### config.mk
export PLATFORM = sky130hd
export DESIGN_NAME = mod_sub_pipe
export DESIGN_NICKNAME = d
export VERILOG_FILES = /design/src/rtl/mod_sub_pipe.sv
export SDC_FILE = /design/constraint.sdc
export NUM_CORES = 1
export LEC_CHECK = 0
export BUFFER_PORTS_ARGS = -buffer_cell sky130_fd_sc_hd__buf_2
export CAP_MARGIN = 5
export CORE_ASPECT_RATIO = 1.2
export CORE_MARGIN = 2
export CORE_UTILIZATION = 56
export CTS_CLUSTER_DIAMETER = 60
export DETAILED_ROUTE_END_ITERATION = 10
export PLACE_DENSITY_LB_ADDON = 0.12
export SLEW_MARGIN = 20
export SYNTH_ARGS = -nofsm -noshare
export SYNTH_HDL_FRONTEND = slang
export SYNTH_SLANG_ARGS = --single-unit
### constraint.sdc
create_clock -name clk -period 2.9 [get_ports clk]
set_input_delay 0.58 -clock clk [delete_from_list [all_inputs] [get_ports clk]]
set_output_delay 0.58 -clock clk [all_outputs]
set_load 0.02 [all_outputs]
### src/rtl/mod_sub_pipe.sv
// Streaming modular subtractor res = (a - b) mod q, two register stages, 1 result/cycle.
// Latency 2 cycles; s_ready drops only when both stages are full and m_ready is low.
// Optional sticky operand range check enabled by defining MOD_SUB_RANGE_CHECK_EN.
module mod_sub_pipe #(
    parameter int WIDTH = 24,
    parameter int N     = 256,
    parameter int CNT_W = 8
) (
    input  logic             clk,
    input  logic             rst,
    input  logic             s_valid,
    output logic             s_ready,
    input  logic [WIDTH-1:0] a,
    input  logic [WIDTH-1:0] b,
    input  logic [WIDTH-1:0] q,
    output logic             m_valid,
    input  logic             m_ready,
    output logic [WIDTH-1:0] res,
    output logic             m_last,
    output logic             range_err
);

    logic             s1_vld_q;
    logic [WIDTH-1:0] s1_diff_q;
    logic             s1_borrow_q;
    logic             s1_last_q;
    logic [CNT_W-1:0] idx_q;
    logic [CNT_W-1:0] idx_d;

    logic             s2_vld_q;
    logic [WIDTH-1:0] res_q;
    logic [WIDTH-1:0] res_d;
    logic             last_q;

    logic [WIDTH:0]   diff;
    logic             idx_last;
    logic             s2_load;
    logic             s1_adv;
    logic             in_xfer;

    assign diff     = {1'b0, a} - {1'b0, b};
    assign idx_last = (idx_q == CNT_W'(N - 1));
    assign idx_d    = idx_last ? '0 : idx_q + CNT_W'(1);

    assign s2_load  = !s2_vld_q || m_ready;
    assign s1_adv   = s1_vld_q && s2_load;
    assign s_ready  = !s1_vld_q || s1_adv;
    assign in_xfer  = s_valid && s_ready;

    // A borrow means a < b; adding q once lands back in [0, q-1] since a, b < q.
    assign res_d    = s1_borrow_q ? s1_diff_q + q : s1_diff_q;

    always_ff @(posedge clk or posedge rst) begin
        if (rst) begin
            s1_vld_q    <= 1'b0;
            s1_diff_q   <= '0;
            s1_borrow_q <= 1'b0;
            s1_last_q   <= 1'b0;
            idx_q       <= '0;
        end else begin
            if (s_ready) begin
                s1_vld_q <= s_valid;
            end
            if (in_xfer) begin
                s1_diff_q   <= diff[WIDTH-1:0];
                s1_borrow_q <= diff[WIDTH];
                s1_last_q   <= idx_last;
                idx_q       <= idx_d;
            end
        end
    end

    always_ff @(posedge clk or posedge rst) begin
        if (rst) begin
            s2_vld_q <= 1'b0;
            res_q    <= '0;
            last_q   <= 1'b0;
        end else begin
            if (s2_load) begin
                s2_vld_q <= s1_vld_q;
            end
            if (s1_adv) begin
                res_q  <= res_d;
                last_q <= s1_last_q;
            end
        end
    end

    assign m_valid = s2_vld_q;
    assign res     = res_q;
    assign m_last  = last_q;

`ifdef MOD_SUB_RANGE_CHECK_EN
    logic err_q;

    always_ff @(posedge clk or posedge rst) begin
        if (rst) begin
            err_q <= 1'b0;
        end else if (in_xfer && ((a >= q) || (b >= q))) begin
            err_q <= 1'b1;
        end
    end

    assign range_err = err_q;
`else
    assign range_err = 1'b0;
`endif

endmodule

==> results of run 1 <==
-- power by group through the flow --
stage	registers (mW)	logic, mW	clock network (mW)
floorplan	1.47	1.20	0
CTS	1.31	1.91	0.966
finish	1.31	1.92	0.945
global route	1.35	2.13	1.00
global placement	1.31	1.85	0
detailed placement	1.32	1.90	0
-- metal layers --
layer,track usage,vias up,share of wire
met3,0.0387,19,0.059
met2,0.425,163,0.47
met5,0,-,0
li1,-,2329,-
met1,0.335,2123,0.45
met4,0.0813,0,0.017
-- placed cells by master (no fill, tap or decap), drive strengths merged, types with 7 or more instances in the layout --
| cell | instances |
|---|---|
| buf | 117 |
| nand2 | 76 |
| dfrtp | 61 |
| o21ai | 57 |
| ha | 48 |
| a21oi | 42 |
| inv | 39 |
| nor2 | 34 |
| a21o | 23 |
| xor2 | 21 |
| xnor2 | 20 |
| mux2i | 15 |
| nand3 | 14 |
| and3 | 14 |
| nand2b | 12 |
| clkbuf | 11 |
| nor2b | 9 |
| nor3 | 9 |
| and2 | 7 |
-- critical path, cell delays in order (launching register included) --
cell and delay (ns):
dfrtp_1 0.37, ha_1 0.20, inv_1 0.06, fa_1 0.38
nor2b_1 0.16, o2111ai_1 0.14, a31o_2 0.26, o211ai_1 0.21
nand2_1 0.10, o32ai_1 0.35, mux2i_1 0.23, nand2_1 0.06
-- state kept, by name, summed over array words and instances (netlist names) --
register	cells
s1_vld_q	1
s1_borrow_q	1
m_valid	1
idx_q	8
m_last	1
s1_last_q	1
res	24
s1_diff_q	24
-- path summary, 6_finish.rpt --
check | from | endpoint | slack, ns | depth (start not counted)
max in group asynchronous | rst | s1_diff_q[19] | 2.02 | 3
min | rst | m_last | 0.20 | 2
min in group clk | idx_q[4] | idx_q[4] | 0.47 | 1
max | s1_diff_q[0] | res[22] | 0.27 | 11
max reg2reg | s1_diff_q[0] | res[22] | 0.27 | 11
min reg2reg | idx_q[4] | idx_q[4] | 0.47 | 1
-- per-stage QoR --
step	setup TNS, ns	instance area (um^2)	instances	hold WS, ns	power [mW]
2_1_floorplan	0	4950	593	0.438	2.67
6_report	0	5900	825	0.199	4.17
4_1_cts	0	5900	825	0.190	4.19
3_5_place_dp	-0.0316	5650	809	0.458	3.22
3_3_place_gp	0	5650	809	0.453	3.16
5_1_grt	0	5900	825	0.222	4.48
-- layout make-up --
type	count	area, um^2	share of cell area
tap	117	146	0.0248
clock buffer	11	141	0.0240
clock inverter	5	108	0.0183
inverter	39	146	0.0248
multi-input combinational	475	3200	0.544
timing repair buffer	117	623	0.106
sequential	61	1530	0.259
-- cell families (layout without fill, tap and decap cells) --
kind of cell / Yosys count / count (layout) / share of synthesized area
muxes: 16 / 16 / 0.0326
xor gates and xnor gates: 41 / 41 / 0.0726
DFF: 61 / 61 / 0.308
and+or+nand+nor: 195 / 195 / 0.191
AOI/OAI and AO/OA: 172 / 172 / 0.221
other: 1 / 1 / 0.000758
buffers and inverters: 57 / 172 / 0.0440
adders and majority gates: 50 / 50 / 0.129
==> impl_results.html, run 1 <==
<table>
<tr><th>Metric</th><th>Value</th></tr>
<tr><th colspan="2">Yosys</th></tr>
<tr><td>Number of synthesized register bits</td><td>61</td></tr>
<tr><td>Synth warnings</td><td>0</td></tr>
<tr><td>Sequential fraction of the synthesis area</td><td>0.308</td></tr>
<tr><td>Top cells by area, synth</td><td>dfrtp_1, ha_1, nand2_1</td></tr>
<tr><td>Synthesized netlist net count</td><td>719</td></tr>
<tr><td>Leading register cell type out of synthesis</td><td>dfrtp_1</td></tr>
<tr><td>Largest area contributor in the netlist</td><td>dfrtp_1</td></tr>
<tr><td>Gate count after technology mapping</td><td>593</td></tr>
<tr><td>Summed instance area of the synthesized netlist</td><td>4950 um^2</td></tr>
<tr><td>Async set-or-reset flop fraction in the synthesized netlist</td><td>1.00</td></tr>
<tr><td>Number of different library cells in the post-synthesis netlist</td><td>62</td></tr>
<tr><td>Dominant cell by count in the synthesized netlist</td><td>nand2_1</td></tr>
<tr><td>Top cell types by occurrence after synthesis</td><td>nand2_1, dfrtp_1, ha_1, o21ai_0, a21oi_1</td></tr>
<tr><td>Synthesized area divided by synthesized cell count</td><td>8.34 um^2</td></tr>
<tr><td>Fraction of synthesized cell area taken by the top area cell type</td><td>0.308</td></tr>
<tr><td>Number of enable-type register cells in the synthesized netlist</td><td>0</td></tr>
<tr><th colspan="2">Clocking</th></tr>
<tr><td>CTS hold repair buffers</td><td>0</td></tr>
<tr><td>Clk sinks</td><td>61</td></tr>
<tr><td>Clock slew at reported path FFs</td><td>0.07 ns</td></tr>
<tr><td>CTS Root Cell</td><td>clkbuf_8</td></tr>
<tr><td>Number of buffers inserted during clock tree synthesis</td><td>9</td></tr>
<tr><td>Post-cts gate resize count</td><td>0</td></tr>
<tr><td>Bufs on Longest Clock Path</td><td>2</td></tr>
<tr><td>CTS H-Tree Depth</td><td>3</td></tr>
<tr><td>Post-CTS repair timing setup buffer count</td><td>0</td></tr>
<tr><td>TritonCTS clock tree</td><td>done</td></tr>
<tr><td>Skew-Pair Late Insertion Delay</td><td>0.35 ns</td></tr>
<tr><th colspan="2">Global route</th></tr>
<tr><td>Wire length of the first global-routing pass</td><td>19800 um</td></tr>
<tr><td>Overflow left after global routing</td><td>0</td></tr>
<tr><td>Largest net degree at the start of global routing</td><td>33</td></tr>
<tr><td>Via count of the first global-routing pass</td><td>4339</td></tr>
<tr><td>Global-route usage over all layers</td><td>0.252</td></tr>
<tr><td>Antenna violations before repair</td><td>0</td></tr>
<tr><th colspan="2">Finish</th></tr>
<tr><td>Antenna diodes</td><td>0</td></tr>
<tr><td>Share of post-route cells with drive strength above 1</td><td>0.205</td></tr>
<tr><td>Area overhead of the layout relative to synthesis</td><td>19.1%</td></tr>
<tr><td>Post-layout utilization of the core</td><td>0.688</td></tr>
<tr><td>Net total in the final layout</td><td>829</td></tr>
<tr><td>Filler Cells Inserted</td><td>727</td></tr>
<tr><th colspan="2">Pwr</th></tr>
<tr><td>Proportion of power drawn by flip-flops and latches</td><td>0.314</td></tr>
<tr><td>Part of the power in the clock network</td><td>0.227</td></tr>
<tr><td>PD cells</td><td>708 nW/um^2</td></tr>
<tr><td>Switching power share of the total</td><td>0.394</td></tr>
<tr><td>Leak pwr</td><td>3.08 nW</td></tr>
<tr><td>Internal portion of total power</td><td>2.53 mW</td></tr>
<tr><td>Portion of total power attributed to combinational logic</td><td>0.460</td></tr>
<tr><td>Max rail drop VDD</td><td>0.266 mV</td></tr>
<tr><td>Switch Pwr</td><td>1.64 mW</td></tr>
<tr><th colspan="2">STA</th></tr>
<tr><td>RSZ-0062 raised after global routing</td><td>false</td></tr>
<tr><td>Shortest clock period the worst path allows after layout</td><td>2.63 ns</td></tr>
<tr><td>Fin crit share</td><td>0.907</td></tr>
<tr><td>Worst Max-Slew Pin Slew</td><td>0.698 ns</td></tr>
<tr><td>Headroom to the max-slew limit</td><td>0.534</td></tr>
<tr><td>Count of final setup violators</td><td>0</td></tr>
<tr><td>Final-report max-slew violation count</td><td>0</td></tr>
<tr><td>Minimum setup slack in the final design</td><td>0.269 ns</td></tr>
<tr><td>Clock skew after layout</td><td>0.0104 ns</td></tr>
<tr><td>Total count of hold-check failures in the final report</td><td>0</td></tr>
<tr><td>Maximum achievable frequency</td><td>0.380 GHz</td></tr>
<tr><th colspan="2">Route</th></tr>
<tr><td>Per-cell via count in the routed design</td><td>5.62</td></tr>
<tr><td>Remaining antenna violation count</td><td>0</td></tr>
<tr><td>Average detailed-routed wire length per instance</td><td>14.2 um</td></tr>
<tr><td>Number of DRC markers in iteration 0</td><td>241</td></tr>
<tr><td>Post-Route WL</td><td>11700 um</td></tr>
<tr><td>Overall via count from detail_route</td><td>4634</td></tr>
<tr><td>Remaining routing DRC violations</td><td>0</td></tr>
<tr><td>Pre-antenna DRT Iters</td><td>5</td></tr>
<tr><th colspan="2">Die</th></tr>
<tr><td>Site Rows</td><td>37</td></tr>
<tr><td>Die height</td><td>107 um</td></tr>
<tr><td>Initial standard-cell utilization of the core</td><td>0.578</td></tr>
<tr><td>Core area</td><td>8560 um^2</td></tr>
<tr><td>Horiz. Die Dim</td><td>89.8 um</td></tr>
<tr><td>Full die area</td><td>9610 um^2</td></tr>
<tr><td>Top-Level Pins</td><td>104</td></tr>
<tr><th colspan="2">Outcome</th></tr>
<tr><td>Status</td><td>completed</td></tr>
<tr><th colspan="2">Place</th></tr>
<tr><td>DP Worst Slack</td><td>-0.0304 ns</td></tr>
<tr><td>Global placement routability congestion</td><td>0.958</td></tr>
<tr><td>Number of input and output port buffers inserted</td><td>102</td></tr>
<tr><td>DP HPWL</td><td>9260 um</td></tr>
<tr><th colspan="2">Worst setup path</th></tr>
<tr><td>Critical path fanouts, max</td><td>3</td></tr>
<tr><td>Endpoint type of the worst setup path</td><td>register</td></tr>
<tr><td>Arrival time worst endpoint</td><td>2.87 ns</td></tr>
<tr><td>Startpoint Class</td><td>register</td></tr>
<tr><td>Setup CP Type</td><td>reg2reg</td></tr>
<tr><td>Required time of the critical path</td><td>3.14 ns</td></tr>
<tr><th colspan="2">Flow run</th></tr>
<tr><td># Max-Cap Violations</td><td>0</td></tr>
<tr><th colspan="2">Hold path</th></tr>
<tr><td>Worst min-delay path class</td><td>in2async</td></tr>
</table>
Note: power is estimated with default switching activity, not from simulation.
==> inputs of run 2 (changes only) <==
ABC_AREA = 1   (was unset)
CORE_UTILIZATION = 35   (was 56)
==> run 2 against run 1 <==
Against the previous run:
- fmax increased by 26%
- sequential power up 4%
- global-route usage is 5.4 points lower
- total power increased by 10%
- synthesized cell count grew 66%
- clock-buffer cell count fell by 2
- non-clock buffer count down 8
- via count is 32% higher
- critical endpoint is now res[16]
- largest cell class unchanged
==> impl_results.html, run 2 <==
<table>
<tr><th>Metric</th><th>Value</th></tr>
<tr><th colspan="2">Yosys</th></tr>
<tr><td>Number of synthesized register bits</td><td>61 (unchanged)</td></tr>
<tr><td>Summed instance area of the synthesized netlist</td><td>5930 um^2 (+20%)</td></tr>
<tr><td>Xor/xnor share of the synthesized area</td><td>0.0177 (-0.0548)</td></tr>
<tr><td>Gate count after technology mapping</td><td>986 (+66%)</td></tr>
<tr><td>Compound-gate portion of the synthesized area</td><td>0.114 (-0.107)</td></tr>
<tr><td>Largest area contributor in the netlist</td><td>dfrtp_1</td></tr>
<tr><td>Fraction of synthesized cell area taken by the top area cell type</td><td>0.257 (-0.0510)</td></tr>
<tr><td>Top cells by area, synth</td><td>dfrtp_1, nand2_1, inv_1</td></tr>
<tr><td>Synth warnings</td><td>0 (unchanged)</td></tr>
<tr><td>Number of different library cells in the post-synthesis netlist</td><td>32 (-48%)</td></tr>
<tr><td>Simple-gate share of the synthesized area</td><td>0.377 (+0.186)</td></tr>
<tr><td>Synthesized netlist net count</td><td>1112 (+55%)</td></tr>
<tr><td>Top cell types by occurrence after synthesis</td><td>nand2_1, inv_1, nor2_1, a21oi_1, nand3_1</td></tr>
<tr><td>Async set-or-reset flop fraction in the synthesized netlist</td><td>1.00 (unchanged)</td></tr>
<tr><td>Main combinational cell family by area after synthesis</td><td>simple AND/OR/NAND/NOR gates</td></tr>
<tr><td>Number of enable-type register cells in the synthesized netlist</td><td>0 (unchanged)</td></tr>
<tr><td>Mux contribution to synthesized area</td><td>0 (-0.0326)</td></tr>
<tr><td>Dominant cell by count in the synthesized netlist</td><td>nand2_1</td></tr>
<tr><td>Sequential fraction of the synthesis area</td><td>0.257 (-0.0510)</td></tr>
<tr><td>Leading register cell type out of synthesis</td><td>dfrtp_1</td></tr>
<tr><td>Adder and majority gate portion of the synthesized area</td><td>0.108 (-0.0214)</td></tr>
<tr><td>Synthesized area divided by synthesized cell count</td><td>6.01 um^2 (-28%)</td></tr>
<tr><th colspan="2">Place</th></tr>
<tr><td>DP HPWL</td><td>14400 um (+56%)</td></tr>
<tr><td>Number of input and output port buffers inserted</td><td>102 (unchanged)</td></tr>
<tr><td>Placed instance count</td><td>1295 (+60%)</td></tr>
<tr><td>DP Worst Slack</td><td>0.480 ns (+0.510 ns)</td></tr>
<tr><td>Global placement routability congestion</td><td>0.866 (-9.6%)</td></tr>
<tr><th colspan="2">Global route</th></tr>
<tr><td>Wire length of the first global-routing pass</td><td>28200 um (+43%)</td></tr>
<tr><td>Via count of the first global-routing pass</td><td>5811 (+34%)</td></tr>
<tr><td>Overflow left after global routing</td><td>0 (unchanged)</td></tr>
<tr><td>Antenna violations before repair</td><td>0 (unchanged)</td></tr>
<tr><td>Largest net degree at the start of global routing</td><td>35 (+6.1%)</td></tr>
<tr><td>Global-route usage over all layers</td><td>0.198 (-0.0536)</td></tr>
<tr><th colspan="2">Route</th></tr>
<tr><td>Average detailed-routed wire length per instance</td><td>13.0 um (-8.3%)</td></tr>
<tr><td>Post-Route WL</td><td>17100 um (+46%)</td></tr>
<tr><td>Pre-antenna DRT Iters</td><td>5 (unchanged)</td></tr>
<tr><td>Remaining routing DRC violations</td><td>0 (unchanged)</td></tr>
<tr><td>Overall via count from detail_route</td><td>6119 (+32%)</td></tr>
<tr><td>Per-cell via count in the routed design</td><td>4.67 (-17%)</td></tr>
<tr><td>Remaining antenna violation count</td><td>0 (unchanged)</td></tr>
<tr><td>Number of DRC markers in iteration 0</td><td>301 (+25%)</td></tr>
<tr><th colspan="2">Flow run</th></tr>
<tr><td># Max-Cap Violations</td><td>0 (unchanged)</td></tr>
<tr><th colspan="2">Clocking</th></tr>
<tr><td>Number of buffers inserted during clock tree synthesis</td><td>9 (unchanged)</td></tr>
<tr><td>CTS Root Cell</td><td>clkbuf_16</td></tr>
<tr><td>Clock slew at reported path FFs</td><td>0.06 ns (about the same)</td></tr>
<tr><td>Post-CTS repair timing setup buffer count</td><td>0 (unchanged)</td></tr>
<tr><td>Post-cts gate resize count</td><td>0 (unchanged)</td></tr>
<tr><td>Bufs on Longest Clock Path</td><td>2 (unchanged)</td></tr>
<tr><td>CTS H-Tree Depth</td><td>3 (unchanged)</td></tr>
<tr><td>CTS hold repair buffers</td><td>0 (unchanged)</td></tr>
<tr><td>TritonCTS clock tree</td><td>done</td></tr>
<tr><td>Clk sinks</td><td>61 (unchanged)</td></tr>
<tr><td>Skew-Pair Late Insertion Delay</td><td>0.33 ns (-0.02 ns)</td></tr>
<tr><th colspan="2">Pwr</th></tr>
<tr><td>Max rail drop VDD</td><td>0.267 mV (+0.38%)</td></tr>
<tr><td>Total power</td><td>4.60 mW (+10%)</td></tr>
<tr><td>Leak pwr</td><td>4.00 nW (+30%)</td></tr>
<tr><td>PD cells</td><td>658 nW/um^2 (-7.0%)</td></tr>
<tr><th colspan="2">Worst setup path</th></tr>
<tr><td>R2R Setup Slk</td><td>0.81 ns (+0.54 ns)</td></tr>
<tr><td>Critical path fanouts, max</td><td>3 (unchanged)</td></tr>
<tr><td>Endpoint type of the worst setup path</td><td>register</td></tr>
<tr><td>Required time of the critical path</td><td>3.12 ns (-0.02 ns)</td></tr>
<tr><td>CP cell instances</td><td>ha_1 -&gt; inv_1 -&gt; fa_1 -&gt; inv_1 -&gt; nand2_1 -&gt; o21ai_2 -&gt; nand2_1 -&gt; nand2_1 -&gt; nand2_1 -&gt; nand3_1 -&gt; nand3_1 -&gt; nand2_1 -&gt; nand2_1</td></tr>
<tr><td>Number of cells traversed by the worst register-to-register path</td><td>13 (+2)</td></tr>
<tr><td>Worst r2r dst</td><td>res[16]</td></tr>
<tr><td>Critical path origin</td><td>s1_diff_q[0]</td></tr>
<tr><td>Setup CP Type</td><td>reg2reg</td></tr>
<tr><td>Arrival time worst endpoint</td><td>2.32 ns (-0.55 ns)</td></tr>
<tr><td>Worst setup path end</td><td>res[16]</td></tr>
<tr><td>CP max stage delay</td><td>0.39 ns (about the same)</td></tr>
<tr><td>CP dominant cell by count</td><td>nand2_1</td></tr>
<tr><td>Start of the worst register-to-register path</td><td>s1_diff_q[0]</td></tr>
<tr><td>Slowest CP cell</td><td>fa_1</td></tr>
<tr><td>Startpoint Class</td><td>register</td></tr>
<tr><th colspan="2">STA</th></tr>
<tr><td>Fin crit share</td><td>0.722 (-0.185)</td></tr>
<tr><td>Minimum setup slack in the final design</td><td>0.806 ns (+0.537 ns)</td></tr>
<tr><td>Final-layout setup total negative slack</td><td>0 ns (unchanged)</td></tr>
<tr><td>RSZ-0062 raised after global routing</td><td>false</td></tr>
<tr><td>Headroom to the max-slew limit</td><td>0.559 (+0.0251)</td></tr>
<tr><td>Shortest clock period the worst path allows after layout</td><td>2.09 ns (-0.537 ns)</td></tr>
<tr><td>Count of final setup violators</td><td>0 (unchanged)</td></tr>
<tr><td>Maximum achievable frequency</td><td>0.478 GHz (+26%)</td></tr>
<tr><td>Worst Max-Slew Pin Slew</td><td>0.660 ns (-0.0376 ns)</td></tr>
<tr><td>Clock skew after layout</td><td>0.00810 ns (-0.00230 ns)</td></tr>
<tr><td>Final-report max-slew violation count</td><td>0 (unchanged)</td></tr>
<tr><td>Total count of hold-check failures in the final report</td><td>0 (unchanged)</td></tr>
<tr><th colspan="2">Die</th></tr>
<tr><td>Site Rows</td><td>52 (+41%)</td></tr>
<tr><td>Core area</td><td>16700 um^2 (+95%)</td></tr>
<tr><td>Initial standard-cell utilization of the core</td><td>0.355 (-0.223)</td></tr>
<tr><td>Full die area</td><td>18000 um^2 (+87%)</td></tr>
<tr><td>Top-Level Pins</td><td>104 (unchanged)</td></tr>
<tr><td>Horiz. Die Dim</td><td>123 um (+37%)</td></tr>
<tr><td>Die height</td><td>147 um (+37%)</td></tr>
<tr><th colspan="2">Finish</th></tr>
<tr><td>Most common library cell in the layout ignoring fill and taps</td><td>nand2_1</td></tr>
<tr><td>Antenna diodes</td><td>0 (unchanged)</td></tr>
<tr><td>Number of cells in the finished layout apart from fillers</td><td>1311 (+59%)</td></tr>
<tr><td>Net total in the final layout</td><td>1216 (+47%)</td></tr>
<tr><td>Post-layout utilization of the core</td><td>0.418 (-0.270)</td></tr>
<tr><td>Footprint of the multi-input gates</td><td>3660 um^2 (+14%)</td></tr>
<tr><td>Filler Cells Inserted</td><td>1907 (+160%)</td></tr>
<tr><td>Share of post-route cells with drive strength above 1</td><td>0.143 (-0.0614)</td></tr>
<tr><td>Commonest cells after routing, fill and taps aside</td><td>nand2_1, inv_1, buf_2</td></tr>
<tr><td>Area used by sequential logic in the layout</td><td>1530 um^2 (unchanged)</td></tr>
<tr><td>Area overhead of the layout relative to synthesis</td><td>17.9%</td></tr>
<tr><th colspan="2">Outcome</th></tr>
<tr><td>Status</td><td>completed</td></tr>
<tr><th colspan="2">Hold path</th></tr>
<tr><td>Worst min-delay path class</td><td>in2async</td></tr>
</table>
## run 2: cell types whose count changed in the layout (fill, tap and decap cells not counted), sizes merged, moves of 20 or more
cell,change
a21o,-20
a21oi,+24
nor2,+67
inv,+139
nand2,+270
nand3,+48
## run 2: kinds of logic (layout without fill, tap and decap cells)
| logic type | after synthesis | in the layout |
|---|---|---|
| buffers and inverters | 194 | 303 |
| AOI/OAI and AO/OA | 128 | 128 |
| DFF | 61 | 61 |
| other | 1 | 1 |
| xor gates and xnor gates | 12 | 12 |
| adders and majority gates | 50 | 50 |
| and+or+nand+nor | 540 | 540 |
## run 2: how the worst min path moves through the flow
stage,end,startpoint,slack [ns],cells past startpoint
floorplan,idx_q[6],idx_q[6],0.47,1
global placement,res[13],res[13],0.46,2
detailed placement,res[11],res[11],0.46,2
CTS,s1_last_q,rst,0.28,2
global route,idx_q[0],rst,0.30,2
finish,s1_last_q,rst,0.27,2
## run 2: report_power, final
part           switching (mW)  internal (mW)  total [mW]  leakage [nW]
clock                   0.422          0.668        1.09         0.138
combinational            1.40          0.750        2.15          3.13
sequential              0.232           1.13        1.36         0.732
total                    2.05           2.55        4.60          4.00
## run 2: per-stage QoR
stage          hold WS [ns]  area [um^2]
5_1_grt               0.304         6990
3_5_place_dp          0.461         6690
4_1_cts               0.282         6990
3_3_place_gp          0.458         6690
2_1_floorplan         0.467         5930
6_report              0.267         6990
## run 2: area by class of cell
class                   instances  area share
clock buffers                   9      0.0322
clock inverters                 7      0.0107
multi-input cells             731       0.524
flip-flops and latches         61       0.218
inverters                     178      0.0956
repair buffers                109      0.0806
well taps                     216      0.0387
## run 2: layer usage
layer | track usage | vias to the layer above | wire [um]
met3 | 0.0164 | 23 | 554
met5 | 0 | - | 0
met2 | 0.344 | 123 | 8390
met1 | 0.259 | 2678 | 7770
met4 | 0.0580 | 0 | 361
li1 | - | 3295 | -
## run 2: worst max-delay path, delay by kind of cell (launching register included)
family | cells | cell delay, ns
compound gates | 1 | 0.21
buf+inv | 2 | 0.14
simple gates | 8 | 0.65
flops | 1 | 0.38
fa+ha+maj | 2 | 0.61
